<file path="config.mk">
export PLATFORM = sky130hd
export DESIGN_NAME = nq_multiplier_axi4s_client_flat
export DESIGN_NICKNAME = d
export VERILOG_FILES = /design/src/rtl/nq_multiplier_axi4s_client_if.sv /design/src/rtl/nq_multiplier_axi4s_client.sv /design/src/flat_wrapper.sv
export SDC_FILE = /design/constraint.sdc
export NUM_CORES = 1
export LEC_CHECK = 0
export BUFFER_PORTS_ARGS = -buffer_cell sky130_fd_sc_hd__clkbuf_2
export CAP_MARGIN = 25
export CORE_AREA = 2 2 82 84
export CTS_BUF_LIST = sky130_fd_sc_hd__clkbuf_16
export CTS_CLUSTER_DIAMETER = 40
export CTS_CLUSTER_SIZE = 14
export DETAILED_ROUTE_END_ITERATION = 6
export DIE_AREA = 0 0 84 86
export PLACE_DENSITY = 0.84
export RECOVER_POWER = 50
export SLEW_MARGIN = 40
export SYNTH_ARGS = -nofsm -noshare
export SYNTH_HDL_FRONTEND = slang
export SYNTH_SLANG_ARGS = --single-unit
export TNS_END_PERCENT = 10
</file>
<file path="constraint.sdc">
create_clock -name clk -period 4.38 [get_ports clk]
set_input_delay 0.876 -clock clk [delete_from_list [all_inputs] [get_ports clk]]
set_output_delay 0.876 -clock clk [all_outputs]
set_load 0.1 [all_outputs]
</file>
<file path="src/rtl/nq_multiplier_axi4s_client_if.sv">
// Bundled request, AXI4-S operand/product and result signals of the N/Q multiplier client.
// master = the client engine, slave = the environment that drives it.
interface nq_multiplier_axi4s_client_if #(
    parameter int AXI_DATA_WIDTH_P = 32,
    parameter int AXI_ID_WIDTH_P   = 4,
    parameter int N_BITS_P         = 16
);
    logic                        req_valid;
    logic                        req_ready;
    logic [N_BITS_P-1:0]         req_multiplicand;
    logic [N_BITS_P-1:0]         req_multiplier;
    logic [AXI_ID_WIDTH_P-1:0]   req_id;

    logic                        mul_tvalid;
    logic                        mul_tready;
    logic [AXI_DATA_WIDTH_P-1:0] mul_tdata;
    logic                        mul_tlast;
    logic [AXI_ID_WIDTH_P-1:0]   mul_tid;

    logic                        rsp_tvalid;
    logic [AXI_DATA_WIDTH_P-1:0] rsp_tdata;
    logic                        rsp_tlast;
    logic [AXI_ID_WIDTH_P-1:0]   rsp_tid;
    logic                        rsp_tuser;

    logic                        res_valid;
    logic                        res_ready;
    logic [N_BITS_P-1:0]         res_product;
    logic                        res_overflow;
    logic [AXI_ID_WIDTH_P-1:0]   res_id;
    logic [1:0]                  res_error;
    logic                        stray_rsp;

    modport master (
        input  req_valid, req_multiplicand, req_multiplier, req_id,
        output req_ready,
        output mul_tvalid, mul_tdata, mul_tlast, mul_tid,
        input  mul_tready,
        input  rsp_tvalid, rsp_tdata, rsp_tlast, rsp_tid, rsp_tuser,
        output res_valid, res_product, res_overflow, res_id, res_error,
        input  res_ready,
        output stray_rsp
    );

    modport slave (
        output req_valid, req_multiplicand, req_multiplier, req_id,
        input  req_ready,
        input  mul_tvalid, mul_tdata, mul_tlast, mul_tid,
        output mul_tready,
        output rsp_tvalid, rsp_tdata, rsp_tlast, rsp_tid, rsp_tuser,
        input  res_valid, res_product, res_overflow, res_id, res_error,
        output res_ready,
        input  stray_rsp
    );
endinterface

</file>
<file path="src/rtl/nq_multiplier_axi4s_client.sv">
// Requester engine: sends an operand pair as a two-beat AXI4-S packet, awaits the
// single-beat product with ID check and timeout, and holds the result until consumed.
module nq_multiplier_axi4s_client #(
    parameter int AXI_DATA_WIDTH_P = 32,
    parameter int AXI_ID_WIDTH_P   = 4,
    parameter int N_BITS_P         = 16,
    parameter int TIMEOUT_P        = 64
) (
    input logic clk,
    input logic rst_n,
    nq_multiplier_axi4s_client_if.master bus
);
    localparam int CNT_W = (TIMEOUT_P > 2) ? $clog2(TIMEOUT_P) : 1;

    typedef enum logic [2:0] {
        IDLE     = 3'd0,
        SEND_A   = 3'd1,
        SEND_B   = 3'd2,
        WAIT_RSP = 3'd3,
        HOLD     = 3'd4
    } state_t;

    state_t                        state_q;
    state_t                        state_d;
    logic                          alive_q;
    logic signed [N_BITS_P-1:0]    mcand_p0;
    logic signed [N_BITS_P-1:0]    mplier_p0;
    logic [AXI_ID_WIDTH_P-1:0]     id_p0;
    logic [CNT_W-1:0]              cnt_q;
    logic [N_BITS_P-1:0]           product_p1;
    logic                          overflow_p1;
    logic [1:0]                    error_p1;
    logic                          stray_q;
    logic                          accept;
    logic                          rsp_hit;
    logic                          timeout_hit;
    logic                          unused_ok;

    function automatic logic signed [AXI_DATA_WIDTH_P-1:0] sext(
        input logic signed [N_BITS_P-1:0] v
    );
        return AXI_DATA_WIDTH_P'(v);
    endfunction

    // Only the low N_BITS_P of the product are meaningful; tlast carries nothing here.
    assign unused_ok   = ^{bus.rsp_tlast, bus.rsp_tdata};

    assign accept      = bus.req_valid && alive_q && (state_q == IDLE);
    assign rsp_hit     = (state_q == WAIT_RSP) && bus.rsp_tvalid;
    // A response in the final waiting cycle takes priority over the timeout.
    assign timeout_hit = (state_q == WAIT_RSP) && !bus.rsp_tvalid &&
                         (cnt_q == CNT_W'(TIMEOUT_P - 1));

    always_ff @(posedge clk or negedge rst_n) begin
        if (!rst_n) begin
            state_q <= IDLE;
            alive_q <= 1'b0;
        end else begin
            state_q <= state_d;
            alive_q <= 1'b1;
        end
    end

    always_comb begin
        state_d = state_q;
        case (state_q)
            IDLE:     if (accept)                   state_d = SEND_A;
            SEND_A:   if (bus.mul_tready)           state_d = SEND_B;
            SEND_B:   if (bus.mul_tready)           state_d = WAIT_RSP;
            WAIT_RSP: if (rsp_hit || timeout_hit)   state_d = HOLD;
            HOLD:     if (bus.res_ready)            state_d = IDLE;
            default:                                state_d = IDLE;
        endcase
    end

    always_comb begin
        bus.req_ready    = alive_q && (state_q == IDLE);
        bus.mul_tvalid   = (state_q == SEND_A) || (state_q == SEND_B);
        bus.mul_tlast    = (state_q == SEND_B);
        bus.mul_tdata    = '0;
        bus.mul_tid      = '0;
        if (state_q == SEND_A) begin
            bus.mul_tdata = sext(mcand_p0);
            bus.mul_tid   = id_p0;
        end else if (state_q == SEND_B) begin
            bus.mul_tdata = sext(mplier_p0);
            bus.mul_tid   = id_p0;
        end
        bus.res_valid    = (state_q == HOLD);
        bus.res_product  = product_p1;
        bus.res_overflow = overflow_p1;
        bus.res_id       = id_p0;
        bus.res_error    = error_p1;
        bus.stray_rsp    = stray_q;
    end

    // Stage p0: operand and ID capture at request acceptance
    always_ff @(posedge clk or negedge rst_n) begin
        if (!rst_n) begin
            mcand_p0  <= '0;
            mplier_p0 <= '0;
            id_p0     <= '0;
        end else if (accept) begin
            mcand_p0  <= bus.req_multiplicand;
            mplier_p0 <= bus.req_multiplier;
            id_p0     <= bus.req_id;
        end
    end

    always_ff @(posedge clk or negedge rst_n) begin
        if (!rst_n) begin
            cnt_q <= '0;
        end else if ((state_q == SEND_B) && bus.mul_tready) begin
            cnt_q <= '0;
        end else if (state_q == WAIT_RSP) begin
            cnt_q <= cnt_q + CNT_W'(1);
        end
    end

    // Stage p1: result capture from response or timeout
    always_ff @(posedge clk or negedge rst_n) begin
        if (!rst_n) begin
            product_p1  <= '0;
            overflow_p1 <= 1'b0;
            error_p1    <= 2'b00;
        end else if (rsp_hit) begin
            product_p1  <= bus.rsp_tdata[N_BITS_P-1:0];
            overflow_p1 <= bus.rsp_tuser;
            error_p1    <= {bus.rsp_tid != id_p0, 1'b0};
        end else if (timeout_hit) begin
            product_p1  <= '0;
            overflow_p1 <= 1'b0;
            error_p1    <= 2'b01;
        end
    end

    always_ff @(posedge clk or negedge rst_n) begin
        if (!rst_n) begin
            stray_q <= 1'b0;
        end else begin
            stray_q <= bus.rsp_tvalid && (state_q != WAIT_RSP);
        end
    end
endmodule

</file>
<file path="src/flat_wrapper.sv">
// flat-port wrapper written by rule: the top's interface ports become plain ports
module nq_multiplier_axi4s_client_flat 
#(
    parameter int AXI_DATA_WIDTH_P = 32,
    parameter int AXI_ID_WIDTH_P   = 4,
    parameter int N_BITS_P         = 16,
    parameter int TIMEOUT_P        = 64
)
  (clk, rst_n, bus_req_valid, bus_req_multiplicand, bus_req_multiplier, bus_req_id, bus_req_ready, bus_mul_tvalid, bus_mul_tdata, bus_mul_tlast, bus_mul_tid, bus_mul_tready, bus_rsp_tvalid, bus_rsp_tdata, bus_rsp_tlast, bus_rsp_tid, bus_rsp_tuser, bus_res_valid, bus_res_product, bus_res_overflow, bus_res_id, bus_res_error, bus_res_ready, bus_stray_rsp);
  nq_multiplier_axi4s_client_if #(.AXI_DATA_WIDTH_P(AXI_DATA_WIDTH_P), .AXI_ID_WIDTH_P(AXI_ID_WIDTH_P), .N_BITS_P(N_BITS_P)) bus_i ();
  input logic clk;
  input logic rst_n;
  input wire logic [$bits(bus_i.req_valid)-1:0] bus_req_valid;
  input wire logic [$bits(bus_i.req_multiplicand)-1:0] bus_req_multiplicand;
  input wire logic [$bits(bus_i.req_multiplier)-1:0] bus_req_multiplier;
  input wire logic [$bits(bus_i.req_id)-1:0] bus_req_id;
  output wire logic [$bits(bus_i.req_ready)-1:0] bus_req_ready;
  output wire logic [$bits(bus_i.mul_tvalid)-1:0] bus_mul_tvalid;
  output wire logic [$bits(bus_i.mul_tdata)-1:0] bus_mul_tdata;
  output wire logic [$bits(bus_i.mul_tlast)-1:0] bus_mul_tlast;
  output wire logic [$bits(bus_i.mul_tid)-1:0] bus_mul_tid;
  input wire logic [$bits(bus_i.mul_tready)-1:0] bus_mul_tready;
  input wire logic [$bits(bus_i.rsp_tvalid)-1:0] bus_rsp_tvalid;
  input wire logic [$bits(bus_i.rsp_tdata)-1:0] bus_rsp_tdata;
  input wire logic [$bits(bus_i.rsp_tlast)-1:0] bus_rsp_tlast;
  input wire logic [$bits(bus_i.rsp_tid)-1:0] bus_rsp_tid;
  input wire logic [$bits(bus_i.rsp_tuser)-1:0] bus_rsp_tuser;
  output wire logic [$bits(bus_i.res_valid)-1:0] bus_res_valid;
  output wire logic [$bits(bus_i.res_product)-1:0] bus_res_product;
  output wire logic [$bits(bus_i.res_overflow)-1:0] bus_res_overflow;
  output wire logic [$bits(bus_i.res_id)-1:0] bus_res_id;
  output wire logic [$bits(bus_i.res_error)-1:0] bus_res_error;
  input wire logic [$bits(bus_i.res_ready)-1:0] bus_res_ready;
  output wire logic [$bits(bus_i.stray_rsp)-1:0] bus_stray_rsp;
  assign bus_i.req_valid = bus_req_valid;
  assign bus_i.req_multiplicand = bus_req_multiplicand;
  assign bus_i.req_multiplier = bus_req_multiplier;
  assign bus_i.req_id = bus_req_id;
  assign bus_req_ready = bus_i.req_ready;
  assign bus_mul_tvalid = bus_i.mul_tvalid;
  assign bus_mul_tdata = bus_i.mul_tdata;
  assign bus_mul_tlast = bus_i.mul_tlast;
  assign bus_mul_tid = bus_i.mul_tid;
  assign bus_i.mul_tready = bus_mul_tready;
  assign bus_i.rsp_tvalid = bus_rsp_tvalid;
  assign bus_i.rsp_tdata = bus_rsp_tdata;
  assign bus_i.rsp_tlast = bus_rsp_tlast;
  assign bus_i.rsp_tid = bus_rsp_tid;
  assign bus_i.rsp_tuser = bus_rsp_tuser;
  assign bus_res_valid = bus_i.res_valid;
  assign bus_res_product = bus_i.res_product;
  assign bus_res_overflow = bus_i.res_overflow;
  assign bus_res_id = bus_i.res_id;
  assign bus_res_error = bus_i.res_error;
  assign bus_i.res_ready = bus_res_ready;
  assign bus_stray_rsp = bus_i.stray_rsp;
  nq_multiplier_axi4s_client #(.AXI_DATA_WIDTH_P(AXI_DATA_WIDTH_P), .AXI_ID_WIDTH_P(AXI_ID_WIDTH_P), .N_BITS_P(N_BITS_P), .TIMEOUT_P(TIMEOUT_P)) u_core (.clk(clk), .rst_n(rst_n), .bus(bus_i));
endmodule
</file>
==> results.json <==
{
  "routed_wl_um": 6230,
  "synth_xor_xnor_area_share_pct": 1.41,
  "die_y_um": 86,
  "start_util_pct": 49.6,
  "setup_tns_ns": 0,
  "clock_latency_ns": 0.32,
  "slew_headroom_pct": -45.2,
  "place_area_um2": 3650,
  "synth_top_cell_area_share_pct": 53.1,
  "drt-wirelength-per-cell_um": 14.9,
  "worst_slack_ns": 0.755,
  "port_buffers": 126,
  "globalRouteTotalUtil_pct": 17.7,
  "antenna_left": 0,
  "muxShareOfSynthArea_pct": 17.7,
  "endpoint_kind": "output port",
  "die_area_um2": 7220,
  "drive_gt1_share_pct": 48.5,
  "synth_edf_count": 0,
  "hold_viol_final": 0,
  "cts_hold_buf": 0,
  "drt_iter0_markers": 93,
  "num_io_pins": 144,
  "skew_ns": 0.00492,
  "synth_most_common_cell": "dfrtp_1",
  "synth_ff_type": "dfrtp_1",
  "clk_pin_slew_ns": 0.05,
  "synth_common_cells": "dfrtp_1, a22o_1, mux2_4, buf_4, mux2_2",
  "cts-resized-gates": 0,
  "synth_compound_area_share_pct": 13.6,
  "finalNetCount": 416,
  "post-cts-setup-buffers": 0,
  "synth_nets": 305,
  "cts_root_buf": "clkbuf_16",
  "clockBufferDepth": 2,
  "drtPass1Iterations": 4,
  "fmax_mhz": 276,
  "ys_types": 39,
  "worst_setup_path_start_kind": "flip-flop",
  "cp_max_fo": 20,
  "dpl_worst_slack_ns": 1.42,
  "critPathRequiredTime_ns": 3.50,
  "core_area_um2": 6280,
  "detailroute.via_count": 2138,
  "synthArstFlopShare_pct": 100,
  "htree_levels": 3,
  "fin_crit_sh_pct": 82.8,
  "overflow": 0,
  "syn_inst": 224,
  "clkSinkCount": 66,
  "crit_chain": "nor3b_1 -> clkbuf_1 -> a22o_1 -> clkbuf_2",
  "yosysTopAreaCell": "dfrtp_1",
  "synth_seq_cells": 66,
  "cts_buffers": 9,
  "synth_warnings": 0,
  "maxSlewViolCount": 82,
  "synth_top_family_by_area": "multiplexers",
  "synth_area_um2": 3110,
  "synth-simple-area-share_pct": 6.67,
  "slowest_stage": "clkbuf_1",
  "worst-setup-path-type": "flip-flop to output port",
  "yosysSeqAreaShare_pct": 53.1,
  "rsz0062_at_grt": "no",
  "tightest_slew_ns": 2.18,
  "cp.arrival_ns": 2.75,
  "synthAdderAreaFrac_pct": 0.402,
  "gp_congestion": 0.742,
  "vias_per_cell": 5.13,
  "min_period_ns": 3.62,
  "area_growth_pct": 24.3,
  "dp_hpwl_um": 4390,
  "grt_pass1_wl_um": 9990,
  "ys_top_cells_by_area": "dfrtp_1, mux2_4, a22o_1",
  "cts_tree": "done",
  "antenna_found_initial": 0,
  "drc": 0,
  "max_stage_delay_ns": 0.79,
  "hp-class": "flip-flop to flip-flop",
  "violations": "capacitance limit, slew limit",
  "status": "finished with violations",
  "grt_pass1_vias": 2083,
  "grt_max_degree": 45,
  "num_rows": 29,
  "fp.dieW_um": 84,
  "avgSynthCellArea_um2": 13.9,
  "setup_viol": 0,
  "maxCapViolations": 2,
  "postLayoutCellArea_um2": 3870,
  "diodes": 0
}
kinds of logic (layout without fill, tap and decap cells):
kind of cell    after synthesis  count (layout)
flops                        66              66
compound gates               52              52
mux                          39              39
buf+inv                      31             147
simple gates                 29              29
xor+xnor                      5               5
fa+ha+maj                     1               1
other cells                   1               1
metal layers:
layer / wire, µm / up-vias / GRT usage [%] / share of wire (%)
met1: 2770 / 1025 / 23.8 / 44
met5: 0 / - / 0 / 0
met4: 94 / 0 / 8.80 / 1.5
met2: 2940 / 83 / 27.0 / 47
met3: 424 / 8 / 4.52 / 6.8
li1: - / 1022 / - / -
area by class of cell:
cell class,count,area (µm²)
Multi-Input combinational cell,127,1180
Fill cell,514,2410
Clock buffer,9,225
Sequential cell,66,1650
Timing Repair Buffer,129,633
Tap cell,77,96.3
Inverter,2,7.51
Clock inverter,7,68.8
path summary, 6_finish.rpt:
kind | start | end | slack, ns | depth (start not counted)
max in group asynchronous | rst_n | u_core.cnt_q[1] | 1.21 | 2
worst max-delay path | u_core.state_q[1] | bus_mul_tdata[6] | 0.76 | 4
worst min register to register | u_core.bus.res_overflow | u_core.bus.res_overflow | 0.49 | 1
worst max register to register | u_core.state_q[1] | u_core.mcand_p0[14] | 1.13 | 3
min in group asynchronous | rst_n | u_core.bus.res_product[14] | 1.20 | 1
worst min-delay path | u_core.bus.res_overflow | u_core.bus.res_overflow | 0.49 | 1
registers in the layout, indices dropped and copies added (netlist names):
register	count
u_core.bus.res_error	2
u_core.bus.res_id	4
u_core.cnt_q	6
u_core.alive_q	1
u_core.bus.res_overflow	1
u_core.mcand_p0	16
u_core.bus.stray_rsp	1
u_core.state_q	3
u_core.bus.res_product	16
u_core.mplier_p0	16
critical path, delay by kind of cell, from the launching register on:
family                 cells  cell delay (ns)
AOI/OAI and AO/OA          1             0.25
and+or+nand+nor            1             0.37
buffers and inverters      2             1.25
DFF                        1             0.56
cell usage in the layout (no fill, tap or decap), types with 2 or more instances in the layout:
cell	count
o21a_1	2
a21oi_1	6
and2_1	5
nor2_1	4
clkbuf_1	12
mux2_1	8
dfrtp_1	66
mux2_4	22
mux2_2	8
a22o_1	34
xnor2_1	5
clkbuf_16	9
o21ai_0	4
clkinv_2	2
clkbuf_2	116
nand2_1	5
inv_1	2
metrics by stage:
stage,hold WS (ns),std cells,utilization (%)
CTS,0.501,417,62.9
global route,0.507,417,61.6
finish,0.495,417,61.6
global placement,0.483,401,58.2
floorplan,0.479,224,-
detailed placement,0.482,401,58.2
Power is left out: the tool's default activity adds up to more than one toggle a clock period on the data nets, which glitch-free logic cannot reach.
